==> src/rtl/torture_vpu_pkg.sv <==
// Shared definitions for the vector-unit completion trace path.
// Holds the field widths of a completion event and the packed trace record
// handed to the dump sink. The sequence number occupies the MSBs so that a
// raw dump of the record sorts by capture order.
package torture_vpu_pkg;

  localparam int VADDR_W   = 5;
  localparam int LVADDR_W  = 6;
  localparam int SEW_W     = 3;
  localparam int VLEN_W    = 15;
  localparam int SB_W      = 5;
  localparam int SEQ_W     = 32;
  localparam int FLAGS_W   = 3;
  localparam int MAX_PORTS = 4;
  localparam int PORT_W    = $clog2(MAX_PORTS);

  typedef struct packed {
    logic [SEQ_W-1:0]    seq;
    logic [PORT_W-1:0]   port;
    logic                illegal;
    logic [VADDR_W-1:0]  vreg;
    logic [LVADDR_W-1:0] lreg;
    logic [SEW_W-1:0]    sew;
    logic [VLEN_W-1:0]   vlen;
    logic [FLAGS_W-1:0]  flags;   // {reduction_wi, reduction, widening}
    logic [SB_W-1:0]     sb_id;
  } trace_entry_t;

endpackage

==> src/rtl/torture_trace_mwfifo.sv <==
// N-write / 1-read FIFO of trace records.
// Ports:
//   clk, rst_n  clock, asynchronous active-low reset (pointers and count only)
//   push_cnt    number of records to write this cycle (0..N_W, never > free)
//   wr_data     compacted write records; slot k lands at wr_ptr + k
//   pop         consume the head record (ignored when empty)
//   head        record at the read pointer, zero while empty
//   count       registered number of stored records
//   free        DEPTH - count
module torture_trace_mwfifo
  import torture_vpu_pkg::*;
#(
  parameter int N_W   = 2,
  parameter int DEPTH = 8
) (
  input  logic                     clk,
  input  logic                     rst_n,
  input  logic [$clog2(DEPTH):0]   push_cnt,
  input  trace_entry_t             wr_data [N_W],
  input  logic                     pop,
  output trace_entry_t             head,
  output logic [$clog2(DEPTH):0]   count,
  output logic [$clog2(DEPTH):0]   free
);

  localparam int AW    = $clog2(DEPTH);
  localparam int CNT_W = AW + 1;

  trace_entry_t   mem [DEPTH];
  logic [AW-1:0]  wr_ptr;
  logic [AW-1:0]  rd_ptr;
  logic           pop_eff;

  assign pop_eff = pop & (count != '0);
  assign free    = CNT_W'(DEPTH) - count;
  // Storage is not reset, so mask the head while empty to keep it defined.
  assign head    = (count != '0) ? mem[rd_ptr] : '0;

  always_ff @(posedge clk) begin
    for (int k = 0; k < N_W; k++) begin
      if (CNT_W'(k) < push_cnt) begin
        mem[wr_ptr + AW'(k)] <= wr_data[k];
      end
    end
  end

  // Pointer arithmetic wraps naturally because DEPTH is a power of two.
  always_ff @(posedge clk or negedge rst_n) begin
    if (!rst_n) begin
      wr_ptr <= '0;
      rd_ptr <= '0;
      count  <= '0;
    end else begin
      wr_ptr <= wr_ptr + AW'(push_cnt);
      rd_ptr <= rd_ptr + AW'(pop_eff);
      count  <= count + push_cnt - CNT_W'(pop_eff);
    end
  end

endmodule

==> src/rtl/torture_trace_vpu_buffer.sv <==
// Capture buffer for vector-unit completion events.
// Filters illegal events on request, accepts eligible events in ascending
// port order up to the free space seen at the start of the cycle, tags each
// with a global sequence number, and drains them through a valid/ready port.
// Ports:
//   cfg_enable, cfg_drop_illegal       capture controls, effective same cycle
//   cmp_*                              per-port completion event fields
//   cmp_stall                          fewer than N_PORTS slots free
//   trc_valid/trc_ready/trc_entry      head-of-queue trace port
//   occupancy                          stored entry count
//   drop_cnt, overflow                 saturating drop count, sticky drop flag
module torture_trace_vpu_buffer
  import torture_vpu_pkg::*;
#(
  parameter int N_PORTS = 2,
  parameter int DEPTH   = 8,
  parameter int DROP_W  = 16
) (
  input  logic                          clk,
  input  logic                          rst_n,
  input  logic                          cfg_enable,
  input  logic                          cfg_drop_illegal,
  input  logic [N_PORTS-1:0]            cmp_valid,
  input  logic [N_PORTS-1:0]            cmp_illegal,
  input  logic [N_PORTS*VADDR_W-1:0]    cmp_vreg_dst,
  input  logic [N_PORTS*LVADDR_W-1:0]   cmp_lreg_dst,
  input  logic [N_PORTS*SEW_W-1:0]      cmp_sew,
  input  logic [N_PORTS*VLEN_W-1:0]     cmp_vlen,
  input  logic [N_PORTS*FLAGS_W-1:0]    cmp_flags,
  input  logic [N_PORTS*SB_W-1:0]       cmp_sb_id,
  output logic                          cmp_stall,
  output logic                          trc_valid,
  input  logic                          trc_ready,
  output trace_entry_t                  trc_entry,
  output logic [$clog2(DEPTH):0]        occupancy,
  output logic [DROP_W-1:0]             drop_cnt,
  output logic                          overflow
);

  localparam int CNT_W = $clog2(DEPTH) + 1;

  logic [SEQ_W-1:0]  seq;
  logic [CNT_W-1:0]  free;
  logic [CNT_W-1:0]  n_acc;
  logic [CNT_W-1:0]  n_drop;
  trace_entry_t      wr_data [N_PORTS];

  function automatic logic [DROP_W-1:0] sat_add(input logic [DROP_W-1:0] a,
                                                input logic [CNT_W-1:0]  b);
    logic [DROP_W:0] s;
    s = {1'b0, a} + (DROP_W+1)'(b);
    return s[DROP_W] ? '1 : s[DROP_W-1:0];
  endfunction

  // Rank eligible events in port order; the first `free` of them are taken.
  // A rank among eligible events equals the rank among accepted ones because
  // acceptance is a prefix of the eligible list.
  always_comb begin
    logic [CNT_W-1:0] n_elig;
    logic [CNT_W-1:0] rank [N_PORTS];
    logic [N_PORTS-1:0] acc;
    trace_entry_t ent [N_PORTS];
    logic elig;
    n_elig = '0;
    n_acc  = '0;
    acc    = '0;
    for (int p = 0; p < N_PORTS; p++) begin
      elig    = cmp_valid[p] & cfg_enable & ~(cfg_drop_illegal & cmp_illegal[p]);
      rank[p] = n_elig;
      acc[p]  = elig && (n_elig < free);
      if (elig)   n_elig = n_elig + 1'b1;
      if (acc[p]) n_acc  = n_acc + 1'b1;
      ent[p].seq     = seq + SEQ_W'(rank[p]);
      ent[p].port    = PORT_W'(p);
      ent[p].illegal = cmp_illegal[p];
      ent[p].vreg    = cmp_vreg_dst[p*VADDR_W +: VADDR_W];
      ent[p].lreg    = cmp_lreg_dst[p*LVADDR_W +: LVADDR_W];
      ent[p].sew     = cmp_sew[p*SEW_W +: SEW_W];
      ent[p].vlen    = cmp_vlen[p*VLEN_W +: VLEN_W];
      ent[p].flags   = cmp_flags[p*FLAGS_W +: FLAGS_W];
      ent[p].sb_id   = cmp_sb_id[p*SB_W +: SB_W];
    end
    n_drop = n_elig - n_acc;
    // Compact accepted events into write slots 0..n_acc-1.
    for (int k = 0; k < N_PORTS; k++) begin
      wr_data[k] = '0;
      for (int p = 0; p < N_PORTS; p++) begin
        if (acc[p] && (rank[p] == CNT_W'(k))) wr_data[k] = ent[p];
      end
    end
  end

  torture_trace_mwfifo #(
    .N_W   (N_PORTS),
    .DEPTH (DEPTH)
  ) u_fifo (
    .clk      (clk),
    .rst_n    (rst_n),
    .push_cnt (n_acc),
    .wr_data  (wr_data),
    .pop      (trc_ready),
    .head     (trc_entry),
    .count    (occupancy),
    .free     (free)
  );

  assign trc_valid = (occupancy != '0);
  assign cmp_stall = (free < CNT_W'(N_PORTS));

  always_ff @(posedge clk or negedge rst_n) begin
    if (!rst_n) begin
      seq      <= '0;
      drop_cnt <= '0;
      overflow <= 1'b0;
    end else begin
      seq      <= seq + SEQ_W'(n_acc);
      drop_cnt <= sat_add(drop_cnt, n_drop);
      if (n_drop != '0) overflow <= 1'b1;
    end
  end

endmodule

==> config.mk <==
export PLATFORM = sky130hd
export DESIGN_NAME = torture_trace_vpu_buffer
export DESIGN_NICKNAME = d
export VERILOG_FILES = /design/src/rtl/torture_vpu_pkg.sv /design/src/rtl/torture_trace_mwfifo.sv /design/src/rtl/torture_trace_vpu_buffer.sv
export SDC_FILE = /design/constraint.sdc
export NUM_CORES = 1
export LEC_CHECK = 0
export ABC_AREA = 1
export CORE_AREA = 2 2 267 269
export DETAILED_ROUTE_END_ITERATION = 8
export DIE_AREA = 0 0 269 271
export HOLD_SLACK_MARGIN = 0.02
export PLACE_DENSITY = 0.7
export SKIP_CTS_REPAIR_TIMING = 1
export SLEW_MARGIN = 40
export SYNTH_ARGS = -nofsm -noshare
export SYNTH_HDL_FRONTEND = slang
export SYNTH_SLANG_ARGS = --single-unit
==> constraint.sdc <==
create_clock -name clk -period 7.8 [get_ports clk]
set_input_delay 0.78 -clock clk [delete_from_list [all_inputs] [get_ports clk]]
set_output_delay 0.78 -clock clk [all_outputs]
set_load 0.05 [all_outputs]
# == After elaboration in Yosys (flattened, before gate mapping) ==
# Memory sizes are Yosys's and may differ from the RTL's.
# Cells that the tools add are included.
# word_totals
reg_bits,59
ram_bits,576
word_cells,54
n_memories,1
# mem_list
name,words,word_bits,read_ports,rd_clocked_by_memory_dff,wr,line,text
u_fifo.mem,8,72,1,0,2,torture_trace_mwfifo.sv:29,trace_entry_t mem [DEPTH];
# classes
n_addsub,12
n_lt_le_gt_ge,5
n_eq_ne,1
mux,13
n_bitwise,9
n_reduce_logical,7
# op_table
operator,count
72-bit two-way mux,4
32-bit by 4-bit adder with 32-bit output,2
16-bit by 4-bit adder with 17-bit output,1
16-bit two-way mux,1
1-bit by 4-bit less-than comparator with 1-bit output (first input constant),3
4-bit by 1-bit adder with 4-bit output (second input constant),2
4-bit two-way mux,2
4-bit nonzero test,2
1-bit bitwise AND,7
1-bit two-way mux,6
4-bit adder,1
1-bit logical AND,4
4-bit zero test,1
4-bit by 2-bit less-than comparator with 1-bit output (second input constant),1
4-bit less-than comparator,1
4-bit by 1-bit subtractor with 4-bit output,1
4-bit subtractor,1
4-bit subtractor (first input constant),1
3-bit by 1-bit adder with 3-bit output,1
3-bit by 1-bit adder with 3-bit output (second input constant),1
3-bit adder,1
1-bit inverter,2
1-bit == test (second input constant),1

# == Longest topological paths before layout ==
# logic_depth
depth_word,10
depth_mapped,22
depth_no_buf,21

# == Hierarchy ==
# A second synthesis with hierarchy kept.
# hier_totals
hier_cells,5375
area_unflattened_um2,38886.0
# modules_own_cells
mod,n_inst,cells_per_inst,area_each_um2,seq_area_each_um2
torture_trace_mwfifo,1,4626,34231.6,17546.8
torture_trace_vpu_buffer,1,749,4654.5,1226.2

# == Least setup slack after synthesis ==
# Ideal clock, no wire load.
# synth_path
kind,register to register
startpoint,register u_fifo.count[0]
endpoint,memory u_fifo.mem[4][0] (netlist name) (enable)
arrival_time_ns,6.880
required_time_ns,7.202
slack_ns,0.322
stages_incl_launch_ff,10
path_buffers,0
cell_sequence,dfrtp_1 -> inv_1 -> ha_1 -> nand2_1 -> nand2_1 -> nand3_1 -> o21bai_2 -> ha_1 -> or2_2 -> o21ai_0
# synth_rtl
item,line,text
"start, declared",torture_trace_mwfifo.sv:22,"output logic [$clog2(DEPTH):0] count,"
"start signal, assigned",torture_trace_mwfifo.sv:56,count <= count + push_cnt - CNT_W'(pop_eff);
"end, declared",torture_trace_mwfifo.sv:29,

==> impl_metrics.csv <==
group,metric,value,unit
run_status,status,"completed",
synth,synthesis.area,0.0346,mm2
synth,synthCells,4324,
power_and_ir_drop,switching_share,44.2,%
sta,layout_worst_path_cycle_share,65.9,%
route,first_pass_iters,6,
route,drt-total-wl,115,mm
floorplanning,io_pins,178,
synth,seq_area_frac_synth,53.5,%
cts,cts_sinks,627,
synth,ys_warn_count,0,
floorplanning,start_util,49.6,%
synth,yosysUniqueCellTypes,40,
synth,synth_area_per_cell,8.01,um2
synth,synth-edff-count,568,
global_route,first_global_vias,29500,
setup_path,critical_path_buf_inv_count,3,
synth,synthArstFlopShare,9.41,%
setup_path,cpPeakStageDelay,920,ps
global_route,grt_max_degree,145,
route,vias,31000,
sta,worst_pin_slew,907,ps
floorplanning,die_h,271,um
setup_path,cp_top_family,"buffers and inverters",
cts,cts_buffers,69,
floorplanning,fp.dieW,269,um
power_and_ir_drop,p_switching,6.22,mW
synth,ys_ff_latch,627,
route,drt_iter0_drc,3842,
layout,fin_nets,4476,
placement,dp.cells,5231,
power_and_ir_drop,max-vdd-ir-drop,451,uV
placement,dp.final_hpwl,61.9,mm
synth,synth_top_area_cell,"edfxtp_1",
sta,fin_ws,2660,ps
global_route,grt_usage,31.5,%
cts,clockBufferDepth,3,
setup_path,cp_max_fo,37,
power_and_ir_drop,p_leak,16.7,nW
setup_path,crit_type,"reg -> out",
cts,clkSlewWorstSetupHoldPaths,60,ps
route,wl_per_cell,21.4,um
cts,cts_tree,"yes",
layout,nFillCells,6167,
sta,finalSetupViolCount,0,
synth,synth_top_area_share,49.3,%
route,via_per_inst,5.79,
layout,instances_no_fill,5355,
layout,drive_gt1_share,6.05,%
sta,drv_slew,0,
power_and_ir_drop,seq_power_share,32.0,%
global_route,antenna_found_initial,0,
min_path,hold_path_class,"in -> async",
layout,area_growth,14.0,%
power_and_ir_drop,total_power,14.1,mW
power_and_ir_drop,power_frac_comb,45.2,%
sta,fmax,0.195,GHz
sta,period_needed,5140,ps
global_route,grt_pass1_wl,175,mm
sta,final_hold_viol_count,0,
setup_path,critPathCaptureType,"output port",
setup_path,cp-start-kind,"flip-flop",
job,drv_cap,0,
layout,diodes,0,
route,drc,0,
floorplanning,die_area,0.0729,mm2
synth,ys.flop_type,"edfxtp_1",
cts,h-tree-depth,3,
power_and_ir_drop,p_per_area,357,mW/mm2
power_and_ir_drop,p_int,7.86,mW
synth,synth_nets,4436,
setup_path,critPathRequiredTime,7020,ps
placement,pre_cts_slack,2570,ps
sta,grt_setup_unrepaired,"no",
global_route,grt-ovfl-total,0,
route,antenna_left,0,
placement,gp_congestion,0.909,
synth,synth_commonest_cells,"1,880 x nand2_1, 644 x nor2_1, 568 x edfxtp_1",
floorplanning,fp-row-count,97,
setup_path,crit_path_top_delay_cell,"clkdlybuf4s50_1",
synth,synth_area_leaders,"edfxtp_1 49%, nand2_1 20%, nor2_1 7.0%",
setup_path,crit_arrival,4360,ps
sta,clock_skew,32.7,ps
setup_path,path_cells,"inv_2 > buf_4 > o21ai_0 > nor2_1 > clkdlybuf4s50_1",
sta,setup_tns,0,ps
power_and_ir_drop,power.clock.fraction,22.8,%
cts,cts-root-buf,"clkbuf_16",
synth,synth_most_common_cell,"nand2_1",
floorplanning,core,0.0698,mm2
placement,port-buffer-count,176,
sta,slew_headroom,39.5,%
cts,clock_latency,630,ps
-- final timing paths --
check	start	endpoint	slack, ps	depth (start not counted)
max	u_fifo.rd_ptr[2]	trc_entry[52]	2660	5
min	rst_n	u_fifo.count[1]	240	2
max reg2reg	u_fifo.count[1]	u_fifo.mem[4][43]	3200	14
min reg2reg	overflow	overflow	520	2
max in group asynchronous	rst_n	u_fifo.rd_ptr[2]	7080	2
min in group clk	overflow	overflow	520	2
-- layout make-up --
type	count	area (um2)	area share (%)
timing repair buffer	233	2350	5.95
clock buffer	94	1930	4.88
sequential	627	18500	47.0
multi-input combinational	3296	14700	37.3
clock inverter	28	221	0.561
inverter	137	538	1.36
tap	940	1180	2.98
-- stage by stage --
stage	cell area [um2]	util, %	hold slack (ps)
after global routing	39500	56.6	315
after CTS	39400	56.5	378
after floorplan	34600	-	484
final	39500	56.6	242
after global placement	37100	53.2	456
after detailed placement	37300	53.4	492
-- worst register-to-register path: stages (launching register included) --
cell and delay, ps:
dfrtp_1 430, inv_1 170, ha_1 260, inv_1 60
nand2_1 50, nand2_1 70, nand3_1 190, nor2_1 110
nor2_4 140, ha_1 460, nand2_1 340, nor2_4 500
clkinv_2 590, o21ai_4 210, buf_4 620
-- metal layers --
| metal | GRT usage, % | vias to the layer above | share of wire, % |
|---|---|---|---|
| li1 | - | 14300 | - |
| met1 | 42.7 | 14500 | 39 |
| met2 | 50.3 | 1935 | 46 |
| met3 | 5.16 | 277 | 11 |
| met4 | 12.7 | 0 | 3.6 |
| met5 | 0 | - | 0 |
-- cells by family after synthesis --
| group | after synthesis | share of synthesized area (%) |
|---|---|---|
| compound gates | 394 | 7.38 |
| buf+inv | 401 | 4.45 |
| flops | 627 | 53.5 |
| simple gates | 2826 | 32.2 |
| other cells | 1 | 0.0108 |
| fa+ha+maj | 29 | 1.16 |
| xor+xnor | 46 | 1.32 |
-- flip-flops by register name (all words and copies together), names as in the netlist --
register / flops
drop_cnt: 16
u_fifo.mem: 568
u_fifo.wr_ptr: 3
u_fifo.count: 4
overflow: 1
u_fifo.rd_ptr: 3
seq: 32
-- placed cells by master (no fill, tap or decap), drive strengths merged --
cell,n
a2bb2oi,1
o32ai,142
nand2,1896
nor2,689
nand3,213
o21ai,234
fa,5
a21oi,15
nor3b,1
edfxtp,568
conb,1
nand3b,2
o21bai,1
clkinvlp,1
ha,24
dfrtp,59
bufinv,3
a21boi,1
xnor2,7
nand4,7
buf,56
clkdlybuf4s50,175
and2,2
inv,131
xor2,39
clkbuf,96
or2,10
nor3,6
clkinv,30
-- power by group through the flow --
stage          Combinational (mW)  Clock (mW)  Sequential [mW]
3_5_place_dp                 6.25           0             4.60
4_1_cts                      6.29        3.22             4.54
6_report                     6.36        3.21             4.51
2_1_floorplan                4.10           0             4.61
3_3_place_gp                 6.14           0             4.64
5_1_grt                      6.80        3.34             4.55
Note: power is estimated with default switching activity, not from simulation.
